$ cat src/rtl/decoder_scan_sequencer.sv
// Row/strobe scan sequencer for a 3:8 decoder: steps rows 0..LAST_ROW, holding sel_en for DWELL
// cycles per row with BLANK low cycles between rows. All outputs are registered.
module decoder_scan_sequencer #(
  parameter int unsigned DWELL    = 4,
  parameter int unsigned BLANK    = 1,
  parameter int unsigned LAST_ROW = 7
) (
  input  logic       clk,
  input  logic       rst,
  input  logic       start,
  input  logic       continuous,
  input  logic       stop,
  output logic [0:2] sel,
  output logic       sel_en,
  output logic       row_tick,
  output logic       frame_done,
  output logic       busy
);

  localparam logic [1:0] StIdle  = 2'd0;
  localparam logic [1:0] StDwell = 2'd1;
  localparam logic [1:0] StBlank = 2'd2;

  localparam logic [7:0] DwellLast = 8'(DWELL - 1);
  localparam logic [7:0] BlankLast = (BLANK > 0) ? 8'(BLANK - 1) : 8'd0;
  localparam logic [2:0] LastRow   = 3'(LAST_ROW);
  localparam bit         HasBlank  = (BLANK > 0);

  logic [1:0] state_q, state_d;
  logic [2:0] row_q, row_d;
  logic [7:0] cnt_q, cnt_d;
  logic [2:0] row_next;
  logic       tick_d;

  assign row_next = (row_q == LastRow) ? 3'd0 : row_q + 3'd1;

  always_comb begin
    state_d = state_q;
    row_d   = row_q;
    cnt_d   = cnt_q;
    case (state_q)
      StIdle: begin
        if (start) begin
          state_d = StDwell;
          row_d   = 3'd0;
          cnt_d   = 8'd0;
        end
      end
      StDwell: begin
        if (cnt_q == DwellLast) begin
          cnt_d = 8'd0;
          if (row_q == LastRow && !continuous) begin
            state_d = StIdle;
            row_d   = 3'd0;
          end else if (HasBlank) begin
            // sel keeps the finished row through the blank gap
            state_d = StBlank;
          end else begin
            row_d = row_next;
          end
        end else begin
          cnt_d = cnt_q + 8'd1;
        end
      end
      StBlank: begin
        if (cnt_q == BlankLast) begin
          state_d = StDwell;
          row_d   = row_next;
          cnt_d   = 8'd0;
        end else begin
          cnt_d = cnt_q + 8'd1;
        end
      end
      default: begin
        state_d = StIdle;
        row_d   = 3'd0;
        cnt_d   = 8'd0;
      end
    endcase
    // stop overrides everything, including a simultaneous start
    if (stop) begin
      state_d = StIdle;
      row_d   = 3'd0;
      cnt_d   = 8'd0;
    end
  end

  assign tick_d = (state_d == StDwell) && (cnt_d == DwellLast);

  always_ff @(posedge clk) begin
    if (rst) begin
      state_q    <= StIdle;
      row_q      <= 3'd0;
      cnt_q      <= 8'd0;
      sel        <= 3'd0;
      sel_en     <= 1'b0;
      row_tick   <= 1'b0;
      frame_done <= 1'b0;
      busy       <= 1'b0;
    end else begin
      state_q    <= state_d;
      row_q      <= row_d;
      cnt_q      <= cnt_d;
      sel        <= row_d;
      sel_en     <= (state_d == StDwell);
      row_tick   <= tick_d;
      frame_done <= tick_d && (row_d == LastRow);
      busy       <= (state_d != StIdle);
    end
  end

endmodule

$ cat config.mk
export PLATFORM = sky130hd
export DESIGN_NAME = decoder_scan_sequencer
export DESIGN_NICKNAME = d
export VERILOG_FILES = /design/src/rtl/decoder_scan_sequencer.sv
export SDC_FILE = /design/constraint.sdc
export NUM_CORES = 1
export LEC_CHECK = 0
export BUFFER_PORTS_ARGS = -buffer_cell sky130_fd_sc_hd__buf_2
export CORE_MARGIN = 2
export CORE_UTILIZATION = 51
export CTS_CLUSTER_SIZE = 16
export DETAILED_ROUTE_END_ITERATION = 8
export GPL_TIMING_DRIVEN = 1
export PLACE_DENSITY = 0.74
export SETUP_SLACK_MARGIN = 0.1
export SLEW_MARGIN = 20
export SYNTH_ARGS = -nofsm -noshare
export SYNTH_HDL_FRONTEND = slang
export SYNTH_SLANG_ARGS = --single-unit
$ cat constraint.sdc
create_clock -name clk -period 2 [get_ports clk]
set_clock_uncertainty 0.05 [all_clocks]
set_input_delay 0.2 -clock clk [delete_from_list [all_inputs] [get_ports clk]]
set_output_delay 0.2 -clock clk [all_outputs]
set_load 0.01 [all_outputs]
==> run_results.csv, run 1 <==
group,metric,value,unit
status,status,"finished, violations left",
status,violations,"setup timing",
global_routing,grt_max_degree,16,
yosys,syn-num-nets,142,
timing,fin_ws,-0.0487,ns
worst_setup_path,cp-start-kind,"flip-flop",
timing,hold_viol_final,0,
detailed_routing,vias_per_cell,5.96,
final_layout,final_common_cell,"buf_4",
clock_network,worstSkewPairLatency,0.30,ns
floorplan,initial_core_util,54.4,%
yosys,yosys-top-cells-area,"dfxtp_1 32%, a21oi_1 7.4%, ha_1 4.6%, nor2_1 4.2%, o21ai_0 3.7%",
final_layout,drive_above_1_share,45.8,%
detailed_routing,drt_wl_total,3.20,mm
placed_design,dp_cells,184,
global_routing,grt_pass1_vias,1100,
global_routing,grt_first_pass_wirelength,5.24,mm
placed_design,gp_congestion,0.969,
clock_network,clk_pin_slew_worst_paths,0.10,ns
yosys,ys_seq_elements,17,
floorplan,boundaryPins,12,
power,power_leakage,0.611,nW
final_layout,layoutNonFillerInstCount,195,
yosys,yosys_warnings,0,
worst_setup_path,cpPeakStageDelay,0.52,ns
global_routing,track_usage,27.8,%
final_layout,fin_nets,178,
final_layout,final_cell_mix,"23 x buf_4, 13 x a21oi_1, 13 x dfxtp_1, 11 x nor2_1, 11 x buf_2",
final_layout,area_growth_syn_to_layout,45.0,%
job,drv_cap,0,
final_layout,multi_input_area,856,um^2
detailed_routing,dr.pass1.iters,4,
yosys,postSynthAreaPerCell,8.11,um^2
hold_path,worstHoldPathType,"input pin to flip-flop",
timing,rsz0062_at_grt,"true",
timing,whs,0.132,ns
detailed_routing,ant_nets,0,
power,power.density,399,nW/um^2
timing,clock.fmax,0.488,GHz
worst_setup_path,cp.required,2.15,ns
yosys,synth_edf_count,0,
final_layout,antenna_cells,0,
clock_network,cts_sinks,17,
detailed_routing,drt_iter0_drc,45,
final_layout,fillCellCount,127,
worst_setup_path,critPathArrivalTime,2.20,ns
floorplan,die_x,50.0,um
worst_setup_path,path_max_fanout,4,
detailed_routing,routedWlPerCell,16.4,um
worst_setup_path,crit_path_top_delay_cell,"or4b_4",
placed_design,place_hpwl,2.19,mm
worst_setup_path,crit_top_cell,"a21oi_1",
worst_setup_path,cp_cell_sequence,"inv_4, ha_4, or4b_4, buf_4, o21ai_4, buf_6, a21oi_1, o21ai_0, a21oi_1",
floorplan,dieArea,2500,um^2
final_layout,postLayoutCellArea,1560,um^2
yosys,synth_cell_types,48,
floorplan,die_y,50.0,um
worst_setup_path,endpoint_kind,"flip-flop",
worst_setup_path,cp_num_buf_inv,3,
yosys,synth-seq-area-share,31.6,%
yosys,ys_async_sr_fraction,0,%
timing,fin_crit_sh,102,%
clock_network,cts_tree,"built",
clock_network,ctsHtreeMaxLevel,1,
clock_network,cts_made_buffers,3,
placed_design,placed_area,1320,um^2
power,power.total,0.624,mW
clock_network,root_buffer,"clkbuf_4",
timing,period_minus_slack,2.05,ns
global_routing,gr-total-overflow,0,
clock_network,clock_path_buffers,2,
yosys,synth_area,1080,um^2
detailed_routing,drc,0,
placed_design,port_buffers,11,
detailed_routing,vias,1162,
yosys,synth_ff_type,"dfxtp_1",
yosys,synth_top_area_share,31.6,%
yosys,synthCells,133,
timing,finalSetupViolCount,6,
worst_setup_path,cp_top_family,"simple AND/OR/NAND/NOR gates",
floorplan,num_rows,16,
floorplan,core_area,1980,um^2
timing,relSlewSlack,65.8,%
final_layout,regArea,350,um^2
final_layout,fin_util,78.9,%
global_routing,antenna_found_initial,0,
worst_setup_path,crit_type,"flip-flop to flip-flop",
yosys,yosysTopAreaCell,"dfxtp_1",
timing,maxSlewViolCount,0,
power,ir_worst_vdd,0.425,mV
worst_setup_path,rrSetupSlack,-0.05,ns
timing,worst_pin_slew,0.513,ns
==> cell usage after synthesis (4+ instances only) <==
cell type  count
nand2_1        4
nor3_1         6
nand3_1        4
clkbuf_1       4
ha_1           4
o21ai_0        8
nor2_1        12
dfxtp_1       17
inv_1          8
a21oi_1       16
nand3b_1       4
==> cells by family (layout without fill, tap and decap cells) <==
family | Yosys count | in the layout | synth area share (%)
DFF | 17 | 17 | 31.6
xor gates and xnor gates | 1 | 1 | 0.812
and+or+nand+nor | 55 | 55 | 31.6
AOI/OAI and AO/OA | 42 | 42 | 25.8
buffers and inverters | 14 | 49 | 5.68
adders and majority gates | 4 | 4 | 4.64
==> worst register-to-register path, cell delays in order (launching register included) <==
cell and delay, ns:
dfxtp_4 0.37, inv_4 0.06, ha_4 0.12, or4b_4 0.52, buf_4 0.17, o21ai_4 0.20
buf_6 0.15, a21oi_1 0.06, o21ai_0 0.16, a21oi_1 0.08
==> sequential cells by signal, summed over array words and instances, names as in the netlist <==
signal	flops
busy	1
cnt_q	8
frame_done	1
row_q	3
row_tick	1
sel_en	1
state_q	2
==> area by class of cell <==
class	instances	area share [%]
Timing Repair Buffer	37	16.7
Clock buffer	3	1.44
Sequential cell	17	22.4
Clock inverter	1	0.320
Tap cell	27	2.16
Multi-Input combinational cell	102	54.7
Inverter	8	2.24
==> power by group <==
part / switching [mW] / internal, mW / total (mW)
clock: 0.117 / 0.0747 / 0.192
sequential: 0.00276 / 0.340 / 0.342
combinational: 0.0522 / 0.0383 / 0.0904
==> repair_timing <==
| item | in CTS | in global routing |
|---|---|---|
| hold buffers | 0 | 0 |
| endpoints found under the setup margin | 10 | 10 |
| resized for setup | 22 | 13 |
| pin swaps | 8 | 9 |
| buffers inserted | 3 | 4 |
==> routing by layer <==
layer	routed length, um	GRT usage, %	vias up
li1	-	-	563
met1	1400	34.2	541
met2	1570	46.9	47
met3	130	4.55	11
met4	100	12.5	0
met5	0	0	-
==> path summary, 6_finish.rpt <==
| kind | from | depth (start not counted) | to |
|---|---|---|---|
| worst max-delay path | cnt_q[0] | 9 | cnt_q[5] |
| worst min-delay path | rst | 3 | state_q[0] |
| worst max register to register | cnt_q[0] | 9 | cnt_q[5] |
| worst min register to register | cnt_q[0] | 1 | cnt_q[0] |
==> per-stage QoR <==
step / TNS (ns) / setup WS [ns]
3_5_place_dp: -0.0581 / -0.0581
3_3_place_gp: 0 / 0.0283
2_1_floorplan: 0 / 0.0893
6_report: -0.130 / -0.0487
5_1_grt: -0.801 / -0.125
4_1_cts: -0.00242 / -0.00242
(Power assumes the default switching activity.)
==> run 2: changes to the inputs <==
--- a/config.mk
+++ b/config.mk
@@ -7,11 +7,11 @@
 export LEC_CHECK = 0
 export BUFFER_PORTS_ARGS = -buffer_cell sky130_fd_sc_hd__buf_2
 export CORE_MARGIN = 2
-export CORE_UTILIZATION = 51
+export CORE_UTILIZATION = 56
 export CTS_CLUSTER_SIZE = 16
 export DETAILED_ROUTE_END_ITERATION = 8
 export GPL_TIMING_DRIVEN = 1
-export PLACE_DENSITY = 0.74
+export PLACE_DENSITY = 0.77
 export SETUP_SLACK_MARGIN = 0.1
 export SLEW_MARGIN = 20
 export SYNTH_ARGS = -nofsm -noshare
==> constraint.sdc (replaced) <==
create_clock -name clk -period 2.3 [get_ports clk]
set_clock_uncertainty 0.05 [all_clocks]
set_input_delay 0 -clock clk [delete_from_list [all_inputs] [get_ports clk]]
set_output_delay 0 -clock clk [all_outputs]
set_load 0.01 [all_outputs]
==> run 2 against run 1 <==
Net effect:
- the flow now finishes without violations
- register-to-register slack gained 0.19 ns
- first-iteration DRC count is 24% higher
- critical path depth decreased by 2
- setup slack improved by 0.19 ns
- critical path type unchanged
==> run_results.csv, run 2 (synthesis gave the netlist of run 1 again) <==
group,metric,value,unit
worst_setup_path,crit_type,"flip-flop to flip-flop",
detailed_routing,dr_wl_met2,1.26,mm
worst_setup_path,rr_startpoint,"cnt_q[0]",
timing,hold_viol_final,0,
detailed_routing,routedWlPerCell,16.1,um
final_layout,largest_reg_flops,8,
global_routing,antenna_found_initial,0,
status,status,"finished, final reports clean",
global_routing,grt_first_pass_wirelength,3.93,mm
hold_path,hold_path_startpoint,"rst",
final_layout,fin_nets,154,
power,power_leakage,0.494,nW
timing,maxSlewViolCount,0,
hold_path,min_path_cells,3,
detailed_routing,drt_wl_total,2.73,mm
detailed_routing,vias_per_cell,6.27,
final_layout,area_growth_syn_to_layout,16.0,%
final_layout,multi_input_area,748,um^2
worst_setup_path,cp-start-kind,"flip-flop",
global_routing,track_usage,25.0,%
timing,fin_setup_tns,0,ns
final_layout,drive_above_1_share,25.7,%
final_layout,layoutNonFillerInstCount,169,
timing,rsz0062_at_grt,"false",
placed_design,gp_congestion,0.920,
timing,worst_pin_slew,0.875,ns
detailed_routing,vias,1060,
worst_setup_path,cp.required,2.46,ns
floorplan,num_rows,15,
worst_setup_path,critPathArrivalTime,2.32,ns
final_layout,regArea,344,um^2
final_layout,final_cell_mix,"15 x a21oi_1, 14 x dfxtp_1, 12 x nor2_1, 11 x buf_2",
final_layout,final_common_cell,"a21oi_1",
worst_setup_path,path_max_fanout,6,
clock_network,worstSkewPairLatency,0.30,ns
clock_network,cts_sinks,17,
placed_design,dp_cells,165,
worst_setup_path,rrSetupSlack,0.14,ns
hold_path,min_to,"sel_en",
timing,fin_crit_sh,93.7,%
detailed_routing,wl_met1,1.24,mm
clock_network,ctsHtreeMaxLevel,1,
power,power.density,412,nW/um^2
floorplan,die_y,47.9,um
floorplan,initial_core_util,61.1,%
global_routing,grt_max_degree,16,
final_layout,antenna_cells,0,
detailed_routing,maxUsedRoutingLayer,"met4",
global_routing,grt_pass1_vias,898,
hold_path,worstHoldPathType,"input pin to flip-flop",
final_layout,reg_top3,"cnt_q: 8 flops, row_q: 3 flops, state_q: 2 flops",
detailed_routing,dr.pass1.iters,4,
placed_design,placed_area,1150,um^2
final_layout,postLayoutCellArea,1250,um^2
detailed_routing,wl_met3,153,um
global_routing,gr-total-overflow,0,
job,drv_cap,0,
timing,relSlewSlack,41.2,%
detailed_routing,drc,0,
timing,clock.fmax,0.464,GHz
clock_network,root_buffer,"clkbuf_4",
clock_network,cts_tree,"built",
final_layout,fillCellCount,156,
placed_design,port_buffers,11,
floorplan,dieArea,2290,um^2
clock_network,clk_pin_slew_worst_paths,0.10,ns
clock_network,cts_made_buffers,3,
floorplan,core_area,1760,um^2
power,ir_worst_vdd,0.432,mV
clock_network,clock_path_buffers,2,
timing,period_minus_slack,2.16,ns
worst_setup_path,endpoint_kind,"flip-flop",
floorplan,boundaryPins,12,
final_layout,top_register,"cnt_q",
floorplan,die_x,47.9,um
detailed_routing,ant_nets,0,
detailed_routing,drt_iter0_drc,56,
placed_design,place_hpwl,1.89,mm
timing,finalSetupViolCount,0,
worst_setup_path,reg2reg_depth,7,
worst_setup_path,r2r-end,"frame_done",
run 2: where the power goes:
part | switching (mW) | internal [mW]
clock | 0.0974 | 0.0648
sequential | 0.00440 | 0.297
combinational | 0.0319 | 0.0199
run 2: how the worst max path moves through the flow:
stage,from,to,cells past startpoint,slack (ns)
after detailed placement,cnt_q[0],row_tick,6,0.12
final,cnt_q[0],frame_done,7,0.14
after CTS,cnt_q[0],row_tick,6,0.11
after global routing,cnt_q[0],frame_done,7,0.05
after global placement,cnt_q[0],frame_done,6,0.18
after floorplan,cnt_q[0],row_q[2],6,0.33
run 2: worst max-delay path, stage by stage, from the launching register on:
cell      delay, ns
dfxtp_2        0.36
inv_1          0.07
ha_1           0.17
nor4b_1        0.42
a21oi_1        0.21
a211oi_1       0.26
nand4_1        0.23
nor4b_4        0.30
run 2: through the flow:
step                setup WS [ns]  utilization (%)  hold WS (ns)  power, mW
floorplan                   0.331                -         0.159      0.339
global placement            0.182             65.1         0.297      0.353
detailed placement          0.124             65.1         0.328      0.354
CTS                         0.105             66.7        0.0152      0.513
global route               0.0498             70.9       0.00177      0.535
finish                      0.145             70.9       0.00305      0.516
run 2: repair_timing:
item	in CTS	in global routing
endpoints found under the setup margin	0	5
buffers inserted	0	0
endpoints found under the hold margin	0	0
hold buffers	0	0
gates resized for setup	0	13
run 2: cell type report:
type	instances	share of cell area, %
inverters	8	2.40
clock buffers	3	1.80
multi-input cells	102	59.8
flip-flops and latches	17	27.5
well taps	25	2.50
clock inverters	1	0.400
repair buffers	13	5.60
run 2: routing by layer:
layer | up-vias | GRT usage [%]
met3 | 7 | 3.40
met1 | 493 | 33.7
li1 | 513 | -
met4 | 0 | 13.5
met2 | 47 | 38.4
met5 | - | 0
==> run 3: changes to the inputs <==
--- a/config.mk
+++ b/config.mk
@@ -6,12 +6,14 @@
 export NUM_CORES = 1
 export LEC_CHECK = 0
 export BUFFER_PORTS_ARGS = -buffer_cell sky130_fd_sc_hd__buf_2
+export CELL_PAD_IN_SITES_DETAIL_PLACEMENT = 0
+export CELL_PAD_IN_SITES_GLOBAL_PLACEMENT = 1
 export CORE_MARGIN = 2
-export CORE_UTILIZATION = 56
+export CORE_UTILIZATION = 42
 export CTS_CLUSTER_SIZE = 16
 export DETAILED_ROUTE_END_ITERATION = 8
 export GPL_TIMING_DRIVEN = 1
-export PLACE_DENSITY = 0.77
+export PLACE_DENSITY_LB_ADDON = 0.1
 export SETUP_SLACK_MARGIN = 0.1
 export SLEW_MARGIN = 20
 export SYNTH_ARGS = -nofsm -noshare
==> run 3 against run 2 <==
Net effect:
- first-iteration DRC count decreased by 45%
- non-clock buffer count increased by 4
- worst hold slack improved by 0.073 ns
- critical path type unchanged
- register-to-register slack improved by 0.05 ns
- setup slack improved by 0.045 ns
- cell area increased by 1.8%
- sequential share of layout area decreased by 0.58 points
- fmax increased by 2.1%
==> run_results.csv, run 3 (synthesis gave the netlist of run 1 again) <==
group,metric,value,unit
final_layout,antenna_cells,0,
power,power.density,409,nW/um^2
detailed_routing,drt_iter0_drc,31,
hold_path,hold_path_startpoint,"continuous",
hold_path,worstHoldPathType,"input pin to flip-flop",
worst_setup_path,path_max_fanout,6,
worst_setup_path,endpoint_kind,"flip-flop",
final_layout,reg_top3,"cnt_q: 8 flops, row_q: 3 flops, state_q: 2 flops",
floorplan,num_rows,18,
detailed_routing,drc,0,
placed_design,gp_congestion,0.880,
global_routing,track_usage,21.0,%
global_routing,gr-total-overflow,0,
worst_setup_path,cp_cell_sequence,"inv_1, ha_1, or4b_4, nor4_1, a21oi_1, a2111oi_2, nor4b_2",
global_routing,antenna_found_initial,0,
worst_setup_path,crit_type,"flip-flop to flip-flop",
floorplan,initial_core_util,43.9,%
worst_setup_path,cp.required,2.46,ns
worst_setup_path,cp-start-kind,"flip-flop",
timing,maxSlewViolCount,0,
timing,fin_crit_sh,91.7,%
final_layout,drive_above_1_share,27.0,%
worst_setup_path,crit_path_top_delay_cell,"or4b_4",
timing,period_minus_slack,2.11,ns
global_routing,grt_first_pass_wirelength,4.45,mm
detailed_routing,ant_nets,0,
worst_setup_path,cpPeakStageDelay,0.53,ns
power,power_leakage,0.493,nW
worst_setup_path,critPathArrivalTime,2.27,ns
timing,relSlewSlack,57.7,%
clock_network,cts_tree,"built",
floorplan,core_area,2450,um^2
detailed_routing,vias_per_cell,5.84,
placed_design,port_buffers,11,
worst_setup_path,reg2reg_depth,7,
worst_setup_path,cp_top_family,"simple AND/OR/NAND/NOR gates",
global_routing,grt_pass1_vias,973,
clock_network,cts_made_buffers,3,
hold_path,min_path_cells,3,
global_routing,grt_max_degree,16,
timing,hold_viol_final,0,
timing,rsz0062_at_grt,"true",
clock_network,ctsHtreeMaxLevel,1,
final_layout,largest_reg_flops,8,
clock_network,root_buffer,"clkbuf_4",
timing,worst_pin_slew,0.631,ns
detailed_routing,drt_wl_total,2.76,mm
clock_network,clk_pin_slew_worst_paths,0.10,ns
final_layout,area_growth_syn_to_layout,18.1,%
final_layout,fin_nets,158,
worst_setup_path,rr_startpoint,"cnt_q[0]",
clock_network,cts_sinks,17,
clock_network,worstSkewPairLatency,0.29,ns
worst_setup_path,cp_num_buf_inv,1,
floorplan,die_x,54.7,um
hold_path,min_to,"row_q[0]",
floorplan,die_y,54.7,um
clock_network,clock_path_buffers,2,
detailed_routing,routedWlPerCell,15.5,um
floorplan,boundaryPins,12,
status,status,"finished, final reports clean",
timing,finalSetupViolCount,0,
placed_design,place_hpwl,2.04,mm
power,ir_worst_vdd,0.323,mV
worst_setup_path,r2r-end,"frame_done",
final_layout,fin_util,51.9,%
final_layout,top_register,"cnt_q",
timing,clock.fmax,0.474,GHz
worst_setup_path,cp-startpoint,"cnt_q[0]",
worst_setup_path,rrSetupSlack,0.19,ns
detailed_routing,vias,1040,
final_layout,final_cell_mix,"15 x a21oi_1, 15 x dfxtp_1, 12 x nor2_1, 11 x buf_2",
floorplan,dieArea,2990,um^2
job,drv_cap,0,
timing,fin_setup_tns,0,ns
detailed_routing,dr.pass1.iters,4,
run 3: cell count changes in the layout (fill, tap and decap cells not counted), moves of 2 or more:
cell and change:
nor4_2 -2, nor4b_2 +2, nor4_1 +2, nor3_2 +2, nor3_1 -2, buf_4 +3
run 3: worst max path at each step:
| stage | slack (ns) | end | depth (start not counted) |
|---|---|---|---|
| 3_3_place_gp | 0.08 | row_tick | 7 |
| 4_1_cts | 0.10 | frame_done | 6 |
| 3_5_place_dp | 0.08 | row_tick | 7 |
| 6_report | 0.19 | frame_done | 7 |
| 5_1_grt | 0.09 | frame_done | 7 |
| 2_1_floorplan | 0.33 | row_q[2] | 6 |
run 3: metrics by stage:
stage | power [mW] | setup slack, ns | hold slack [ns] | instances | cell area (um^2)
after global routing | 0.542 | 0.0937 | 0.0842 | 178 | 1270
after global placement | 0.357 | 0.0840 | 0.313 | 171 | 1160
after CTS | 0.521 | 0.101 | 0.0603 | 176 | 1210
after detailed placement | 0.358 | 0.0798 | 0.314 | 171 | 1160
after floorplan | 0.339 | 0.331 | 0.159 | 133 | 1080
final | 0.521 | 0.190 | 0.0765 | 178 | 1270
run 3: power by group:
group	internal (mW)	switching [mW]	total [mW]
clock network	0.0675	0.0959	0.163
logic	0.0221	0.0332	0.0553
registers	0.297	0.00451	0.302
total	0.387	0.134	0.521
run 3: per-layer routing:
layer,track usage (%),vias to the layer above,routed length [um]
met1,28.3,481,1320
met2,31.5,29,1250
li1,-,521,-
met5,0,-,0
met3,4.37,9,123
met4,10.0,0,63
run 3: worst min-delay path, delay by kind of cell:
| family | cells | cell delay (ns) |
|---|---|---|
| compound gates | 2 | 0.26 |
| buf+inv | 1 | 0.12 |
run 3: cell type report:
type                       instances  area, um^2
sequential                        17         343
tap                               30        37.5
inverter                           8        30.0
clock buffer                       4        26.3
multi-input combinational        102         734
timing repair buffer              17         103
fill                             247        1180
run 3: what timing repair did:
item,CTS,global route
hold endpoints to repair,2,0
gates cloned,0,0
pin swaps,0,1
endpoints found under the setup margin,3,7
setup buffers,0,2
hold buffers,1,0
resized for setup,1,11
